**config.mk**
```make
export PLATFORM = sky130hd
export DESIGN_NAME = link_dir_sched_flat
export DESIGN_NICKNAME = d
export VERILOG_FILES = /design/src/rtl/link_dir_sched_if.sv /design/src/rtl/link_dir_sched.sv /design/src/flat_wrapper.sv
export SDC_FILE = /design/constraint.sdc
export NUM_CORES = 1
export LEC_CHECK = 0
export ABC_AREA = 1
export CORE_MARGIN = 2
export CORE_UTILIZATION = 45
export CTS_BUF_LIST = sky130_fd_sc_hd__clkbuf_8
export DETAILED_ROUTE_END_ITERATION = 7
export SETUP_SLACK_MARGIN = 0.4
export SLEW_MARGIN = 30
export SYNTH_ARGS = -nofsm -noshare
export SYNTH_HDL_FRONTEND = slang
export SYNTH_SLANG_ARGS = --single-unit
```
**constraint.sdc**
```tcl
create_clock -name clk -period 2.1 [get_ports clk]
set_input_delay 0.315 -clock clk [delete_from_list [all_inputs] [get_ports clk]]
set_output_delay 0.315 -clock clk [all_outputs]
set_load 0.01 [all_outputs]
```
**src/rtl/link_dir_sched_if.sv**
```systemverilog
`default_nettype none
// ============================================================================
// Module   : link_dir_sched_if
// Purpose  : Handshake, link-monitor and status bundle of link_dir_sched.
// Revision : 1.0
// ============================================================================
interface link_dir_sched_if;
   logic       start;
   logic       S1_done;
   logic       S2_done;
   logic       sen;
   logic       sd;
   logic       updown;
   logic       busy;
   logic       done;
   logic       err;
   logic [1:0] err_code;
   logic [3:0] frame_cnt;
   logic [3:0] round_cnt;

   modport master (
      output start, S1_done, S2_done, sen, sd,
      input  updown, busy, done, err, err_code, frame_cnt, round_cnt
   );

   modport slave (
      input  start, S1_done, S2_done, sen, sd,
      output updown, busy, done, err, err_code, frame_cnt, round_cnt
   );
endinterface
`default_nettype wire

```
**src/rtl/link_dir_sched.sv**
```systemverilog
`default_nettype none
// ============================================================================
// Module   : link_dir_sched
// Purpose  : Runs down/up burst rounds on the sen/sd link and checks frames.
// Revision : 1.0
// ============================================================================
module link_dir_sched #(
   parameter int ROUNDS  = 1,
   parameter int GAP_CYC = 4,
   parameter int TIMEOUT = 64
) (
   input  wire logic       clk,
   input  wire logic       rst,
   link_dir_sched_if.slave bus
);

   localparam int c_TW = $clog2(TIMEOUT);

   typedef enum logic [2:0] {
      S_IDLE  = 3'd0,
      S_DOWN  = 3'd1,
      S_GAP_U = 3'd2,
      S_UP    = 3'd3,
      S_GAP_D = 3'd4,
      S_DONE  = 3'd5,
      S_ERR   = 3'd6
   } state_t;

   state_t            r_state;
   state_t            w_state_nxt;
   logic [3:0]        r_frame_cnt;
   logic [3:0]        r_round_cnt;
   logic [2:0]        r_exp_addr;
   logic [20:0]       r_shift;
   logic [4:0]        r_low_cnt;
   logic [c_TW-1:0]   r_tmo_cnt;
   logic [3:0]        r_gap_cnt;
   logic              r_err;
   logic [1:0]        r_err_code;

   logic              w_mon_act;
   logic              w_in_gap;
   logic              w_strobe;
   logic              w_tmo;
   logic              w_gap_done;
   logic              w_bad_len;
   logic              w_bad_addr;
   logic              w_start_acc;
   logic              w_burst_init;
   logic              w_frame_ok;
   logic              w_round_inc;
   logic              w_go_err;
   logic [1:0]        w_code_nxt;

   assign w_mon_act  = (r_state == S_DOWN) || (r_state == S_UP);
   assign w_in_gap   = (r_state == S_GAP_U) || (r_state == S_GAP_D);
   // A non-zero low count means the previous monitored cycle had sen=0.
   assign w_strobe   = w_mon_act && bus.sen && (r_low_cnt != 5'd0);
   assign w_tmo      = w_mon_act && (r_tmo_cnt == c_TW'(TIMEOUT - 1));
   assign w_gap_done = (r_gap_cnt == 4'(GAP_CYC - 1));
   assign w_bad_len  = (r_low_cnt != 5'd21);
   assign w_bad_addr = (r_shift[20:18] != r_exp_addr) || (r_frame_cnt == 4'd8);

   always_ff @(posedge clk) begin
      if (rst) r_state <= S_IDLE;
      else     r_state <= w_state_nxt;
   end

   always_comb begin
      w_state_nxt  = r_state;
      w_start_acc  = 1'b0;
      w_burst_init = 1'b0;
      w_frame_ok   = 1'b0;
      w_round_inc  = 1'b0;
      w_go_err     = 1'b0;
      w_code_nxt   = 2'd0;
      case (r_state)
         S_IDLE, S_ERR: begin
            if (bus.start) begin
               w_state_nxt  = S_DOWN;
               w_start_acc  = 1'b1;
               w_burst_init = 1'b1;
            end
         end
         S_DOWN, S_UP: begin
            if (w_tmo) begin
               w_state_nxt = S_ERR;
               w_go_err    = 1'b1;
               w_code_nxt  = 2'd1;
            end else if (w_strobe && w_bad_len) begin
               w_state_nxt = S_ERR;
               w_go_err    = 1'b1;
               w_code_nxt  = 2'd2;
            end else if (w_strobe && w_bad_addr) begin
               w_state_nxt = S_ERR;
               w_go_err    = 1'b1;
               w_code_nxt  = 2'd3;
            end else if (w_strobe) begin
               w_frame_ok = 1'b1;
            end else if (r_frame_cnt == 4'd8) begin
               if ((r_state == S_DOWN) && bus.S2_done) begin
                  w_state_nxt = S_GAP_U;
               end else if ((r_state == S_UP) && bus.S1_done) begin
                  w_state_nxt = S_GAP_D;
                  w_round_inc = 1'b1;
               end
            end
         end
         S_GAP_U: begin
            if (w_gap_done) begin
               w_state_nxt  = S_UP;
               w_burst_init = 1'b1;
            end
         end
         S_GAP_D: begin
            if (w_gap_done) begin
               if (r_round_cnt == 4'(ROUNDS)) begin
                  w_state_nxt = S_DONE;
               end else begin
                  w_state_nxt  = S_DOWN;
                  w_burst_init = 1'b1;
               end
            end
         end
         S_DONE:  w_state_nxt = S_IDLE;
         default: w_state_nxt = S_IDLE;
      endcase
   end

   always_ff @(posedge clk) begin
      if (rst) begin
         r_frame_cnt <= 4'd0;
         r_round_cnt <= 4'd0;
         r_exp_addr  <= 3'd7;
         r_shift     <= 21'd0;
         r_low_cnt   <= 5'd0;
         r_tmo_cnt   <= '0;
         r_gap_cnt   <= 4'd0;
         r_err       <= 1'b0;
         r_err_code  <= 2'd0;
      end else begin
         if (w_burst_init) begin
            r_frame_cnt <= 4'd0;
            r_exp_addr  <= 3'd7;
         end else if (w_frame_ok) begin
            r_frame_cnt <= r_frame_cnt + 4'd1;
            r_exp_addr  <= r_exp_addr - 3'd1;
         end

         if (w_start_acc)      r_round_cnt <= 4'd0;
         else if (w_round_inc) r_round_cnt <= r_round_cnt + 4'd1;

         if (w_start_acc) begin
            r_err      <= 1'b0;
            r_err_code <= 2'd0;
         end else if (w_go_err) begin
            r_err      <= 1'b1;
            r_err_code <= w_code_nxt;
         end

         if (w_in_gap && !w_gap_done) r_gap_cnt <= r_gap_cnt + 4'd1;
         else                         r_gap_cnt <= 4'd0;

         if (!w_mon_act || w_strobe) r_tmo_cnt <= '0;
         else                        r_tmo_cnt <= r_tmo_cnt + 1'b1;

         if (!w_mon_act || w_strobe) begin
            r_low_cnt <= 5'd0;
            r_shift   <= 21'd0;
         end else if (!bus.sen) begin
            if (r_low_cnt != 5'd31) r_low_cnt <= r_low_cnt + 5'd1;
            r_shift <= {r_shift[19:0], bus.sd};
         end
      end
   end

   assign bus.updown    = !((r_state == S_GAP_U) || (r_state == S_UP));
   assign bus.busy      = w_mon_act || w_in_gap;
   assign bus.done      = (r_state == S_DONE);
   assign bus.err       = r_err;
   assign bus.err_code  = r_err_code;
   assign bus.frame_cnt = r_frame_cnt;
   assign bus.round_cnt = r_round_cnt;

endmodule
`default_nettype wire

```
**src/flat_wrapper.sv**
```systemverilog
// flat-port wrapper written by rule: the top's interface ports become plain ports
module link_dir_sched_flat 
#(
   parameter int ROUNDS  = 1,
   parameter int GAP_CYC = 4,
   parameter int TIMEOUT = 64
)
  (clk, rst, bus_start, bus_S1_done, bus_S2_done, bus_sen, bus_sd, bus_updown, bus_busy, bus_done, bus_err, bus_err_code, bus_frame_cnt, bus_round_cnt);
  link_dir_sched_if bus_i ();
  input  wire logic clk;
  input  wire logic rst;
  input wire logic [$bits(bus_i.start)-1:0] bus_start;
  input wire logic [$bits(bus_i.S1_done)-1:0] bus_S1_done;
  input wire logic [$bits(bus_i.S2_done)-1:0] bus_S2_done;
  input wire logic [$bits(bus_i.sen)-1:0] bus_sen;
  input wire logic [$bits(bus_i.sd)-1:0] bus_sd;
  output wire logic [$bits(bus_i.updown)-1:0] bus_updown;
  output wire logic [$bits(bus_i.busy)-1:0] bus_busy;
  output wire logic [$bits(bus_i.done)-1:0] bus_done;
  output wire logic [$bits(bus_i.err)-1:0] bus_err;
  output wire logic [$bits(bus_i.err_code)-1:0] bus_err_code;
  output wire logic [$bits(bus_i.frame_cnt)-1:0] bus_frame_cnt;
  output wire logic [$bits(bus_i.round_cnt)-1:0] bus_round_cnt;
  assign bus_i.start = bus_start;
  assign bus_i.S1_done = bus_S1_done;
  assign bus_i.S2_done = bus_S2_done;
  assign bus_i.sen = bus_sen;
  assign bus_i.sd = bus_sd;
  assign bus_updown = bus_i.updown;
  assign bus_busy = bus_i.busy;
  assign bus_done = bus_i.done;
  assign bus_err = bus_i.err;
  assign bus_err_code = bus_i.err_code;
  assign bus_frame_cnt = bus_i.frame_cnt;
  assign bus_round_cnt = bus_i.round_cnt;
  link_dir_sched #(.ROUNDS(ROUNDS), .GAP_CYC(GAP_CYC), .TIMEOUT(TIMEOUT)) u_core (.clk(clk), .rst(rst), .bus(bus_i));
endmodule
```
==> out/metrics.csv <==
metric;value;unit
status;completed;
#FFs+latches synth;53;
CORE AREA;5140;µm²
clock buffer depth;2;
Worst R2R Path Depth;10;
WS Path Type;flip-flop to output pin;
Routed Antenna Nets;0;
layout cells sized above 1;19.61;%
post-route cell area;2978;µm²
CTS tree;yes;
leakage power;1.188;nW
Max VDD drop;416.8;µV
antenna fix cells;0;
Num Clock Sinks;53;
drt wl/cell;10.20;µm
synthesized instance count;323;
Fin Hold WS;0.4540;ns
worst path bufs/invs;1;
worst setup path endpoint;bus_frame_cnt[2];
WP data arrival;1.36;ns
CP max stage cell;clkdlybuf4s50_1;
commonest non-fill, non-tap cell in the layout;nand2_1;
I/O Buffers;20;
CP Cell Sequence;clkdlybuf4s50_1;
vias in the first global route;1739;
IO Pins;21;
row cnt;26;
global route overflow;0;
Post-route DRC;0;
initial drt markers;56;
Initial Util;47.08;%
Via density;4.665;
MaxCap Viol Count;0;
Die ar.;5980;µm²
Total Routing Usage GR;15.52;%
die width;77.33;µm
r2r startpoint;u_core.bus.frame_cnt[1];
largest net degree at the start of global routing;26;
final wirelength;4.357;mm
flop-to-flop setup slack;0.47;ns
RSZ-0062 raised after global routing;yes;
Rel. slew slack;74.29;%
Slew Limit Fails;0;
Skew-Pair Late Insertion Delay;0.32;ns
clk_skew;0.01243;ns
Die Span Y;77.33;µm
routability congestion estimate from global placement;0.8448;
initial antenna violation count;0;
most frequent cells in the layout;nand2_1 (77), dfxtp_1 (47), nor2_1 (39);
startpoint types;flip-flop;
min cycle time layout;1.680;ns
CP Capture Type;output pin;
setup TNS;0;ns
Power Density;808.9;nW/µm²
Setup violations, final;0;
Synth Area per Inst;7.492;µm²
FMAX;0.5954;GHz
Final HPWL DP;3.018;mm
Hold Path Class;flip-flop to flip-flop;
Synth warnings;0;
Max H-tree Level;2;
Final Hold Violating Endpoints;0;
P&R area growth vs syn;23.06;%
Distinct cells, synth;38;
Worst path depth;1;
Root Buffer;clkbuf_8;
drt pass-1 iters;4;
crit share post-route;79.98;%
DP Area;2719;µm²
Least-Margin Pin Slew;0.3857;ns
CP Max Fanout;5;
Worst-path clk slew;0.10;ns
critical path's largest stage delay;0.59;ns
# hold bufs at CTS;0;
fin nets;374;
syn nets;341;
Tot Pwr;0.002409;W
crit path from;u_core.bus.frame_cnt[2];
Worst EP required;1.78;ns
clock buffer count from CTS;5;
FF-to-FF End;u_core.bus.frame_cnt[0];
sequential area share after synthesis;43.85;%
largest delay contributor family on the critical path;buffers and inverters;
Mapped Area;2420;µm²
vias;1992;
first-pass GRT wire length;7.631;mm
[cells by family (layout without fill, tap and decap cells)]
group | Yosys count | in the layout | share of synthesized area (%)
XOR/XNOR | 6 | 6 | 2.172
flip-flops | 53 | 53 | 43.85
AND/OR/NAND/NOR | 160 | 160 | 30.04
adder cells (fa/ha/maj) | 11 | 11 | 5.688
AO/OA/AOI/OAI | 46 | 46 | 10.65
buffers and inverters | 47 | 81 | 7.601
[timing repair]
| action | in CTS | in global routing |
|---|---|---|
| buffers inserted | 3 | 6 |
| endpoints found under the setup margin | 13 | 40 |
| gates cloned | 0 | 0 |
| resized for setup | 10 | 28 |
| pin swaps | 4 | 8 |
[where the power goes]
part | total, W | switching [W] | internal [W]
sequential | 0.00110 | 0.0000450 | 0.00106
clock | 0.000604 | 0.000356 | 0.000248
combinational | 0.000704 | 0.000457 | 0.000246
[flip-flops by register name, summed over array words and instances (netlist names)]
register,count
u_core.r_shift,21
u_core.r_tmo_cnt,6
u_core.r_low_cnt,5
u_core.bus.frame_cnt,4
u_core.bus.round_cnt,4
u_core.r_gap_cnt,4
u_core.r_exp_addr,3
u_core.r_state,3
u_core.bus.err_code,2
u_core.bus.err,1
[per-layer routing]
| layer | global-route usage [%] | vias to the layer above | wire length, µm |
|---|---|---|---|
| met1 | 20.16 | 876 | 2156 |
| met4 | 5.893 | 0 | 71 |
| met5 | 0 | - | 0 |
| met2 | 25.48 | 19 | 2026 |
| met3 | 3.140 | 6 | 103 |
| li1 | - | 1091 | - |
[metrics by stage]
| stage | instances | worst slack [ns] | util, % |
|---|---|---|---|
| final | 427 | 0.4204 | 57.94 |
| after global routing | 427 | 0.3386 | 57.94 |
| after CTS | 421 | 0.2820 | 55.33 |
| after detailed placement | 410 | 0.3107 | 52.90 |
| after global placement | 410 | 0.3234 | 52.90 |
| after floorplan | 323 | 0.4496 | - |
[layout make-up]
type | count | area (µm²)
Clock inverter | 3 | 26.28
Timing Repair Buffer | 33 | 306.5
Inverter | 40 | 152.6
Clock buffer | 5 | 68.82
Multi-Input combinational cell | 223 | 1265
Tap cell | 70 | 87.58
Fill cell | 499 | 2162
Sequential cell | 53 | 1071
[how the worst min path moves through the flow]
stage                        start                  end  slack (ns)  cells past startpoint
3_5_place_dp   u_core.r_gap_cnt[0]  u_core.r_gap_cnt[0]        0.44                      1
6_report       u_core.r_gap_cnt[0]  u_core.r_gap_cnt[0]        0.45                      1
5_1_grt        u_core.r_gap_cnt[0]  u_core.r_gap_cnt[0]        0.48                      1
4_1_cts        u_core.r_tmo_cnt[0]  u_core.r_tmo_cnt[0]        0.46                      1
2_1_floorplan  u_core.r_tmo_cnt[0]  u_core.r_tmo_cnt[0]        0.42                      1
3_3_place_gp   u_core.r_gap_cnt[0]  u_core.r_gap_cnt[0]        0.43                      1
[synth_stat cells]
| cell type | number | area share, % |
|---|---|---|
| a21boi_1 | 1 | 0.31 |
| a21o_1 | 1 | 0.31 |
| a21oi_1 | 31 | 6.4 |
| a21oi_2 | 1 | 0.36 |
| a31oi_1 | 1 | 0.26 |
| and3_1 | 1 | 0.26 |
| buf_2 | 4 | 0.83 |
| clkbuf_1 | 3 | 0.47 |
| clkinv_1 | 1 | 0.15 |
| dfxtp_1 | 53 | 44 |
| ha_1 | 11 | 5.7 |
| inv_1 | 31 | 4.8 |
| inv_2 | 7 | 1.1 |
| inv_4 | 1 | 0.26 |
| nand2_1 | 83 | 13 |
| nand2_2 | 2 | 0.52 |
| nand2_4 | 1 | 0.47 |
| nand3_1 | 13 | 2.7 |
| nand3_2 | 3 | 1.2 |
| nand3_4 | 1 | 0.72 |
| nand3b_1 | 1 | 0.31 |
| nand4_1 | 4 | 1.0 |
| nor2_1 | 42 | 6.5 |
| nor2_2 | 2 | 0.52 |
| nor2_4 | 2 | 0.93 |
| nor3_1 | 1 | 0.21 |
| nor3_4 | 1 | 0.67 |
| nor3b_1 | 1 | 0.31 |
| nor3b_2 | 1 | 0.52 |
| o2111ai_1 | 1 | 0.36 |
| o211ai_2 | 1 | 0.52 |
| o21ai_0 | 4 | 0.83 |
| o21ai_1 | 3 | 0.62 |
| o21ai_2 | 1 | 0.36 |
| o31ai_1 | 1 | 0.31 |
| or2_2 | 1 | 0.26 |
| xnor2_1 | 1 | 0.36 |
| xor2_1 | 5 | 1.8 |
No activity file was read; power rests on OpenSTA's default activity.
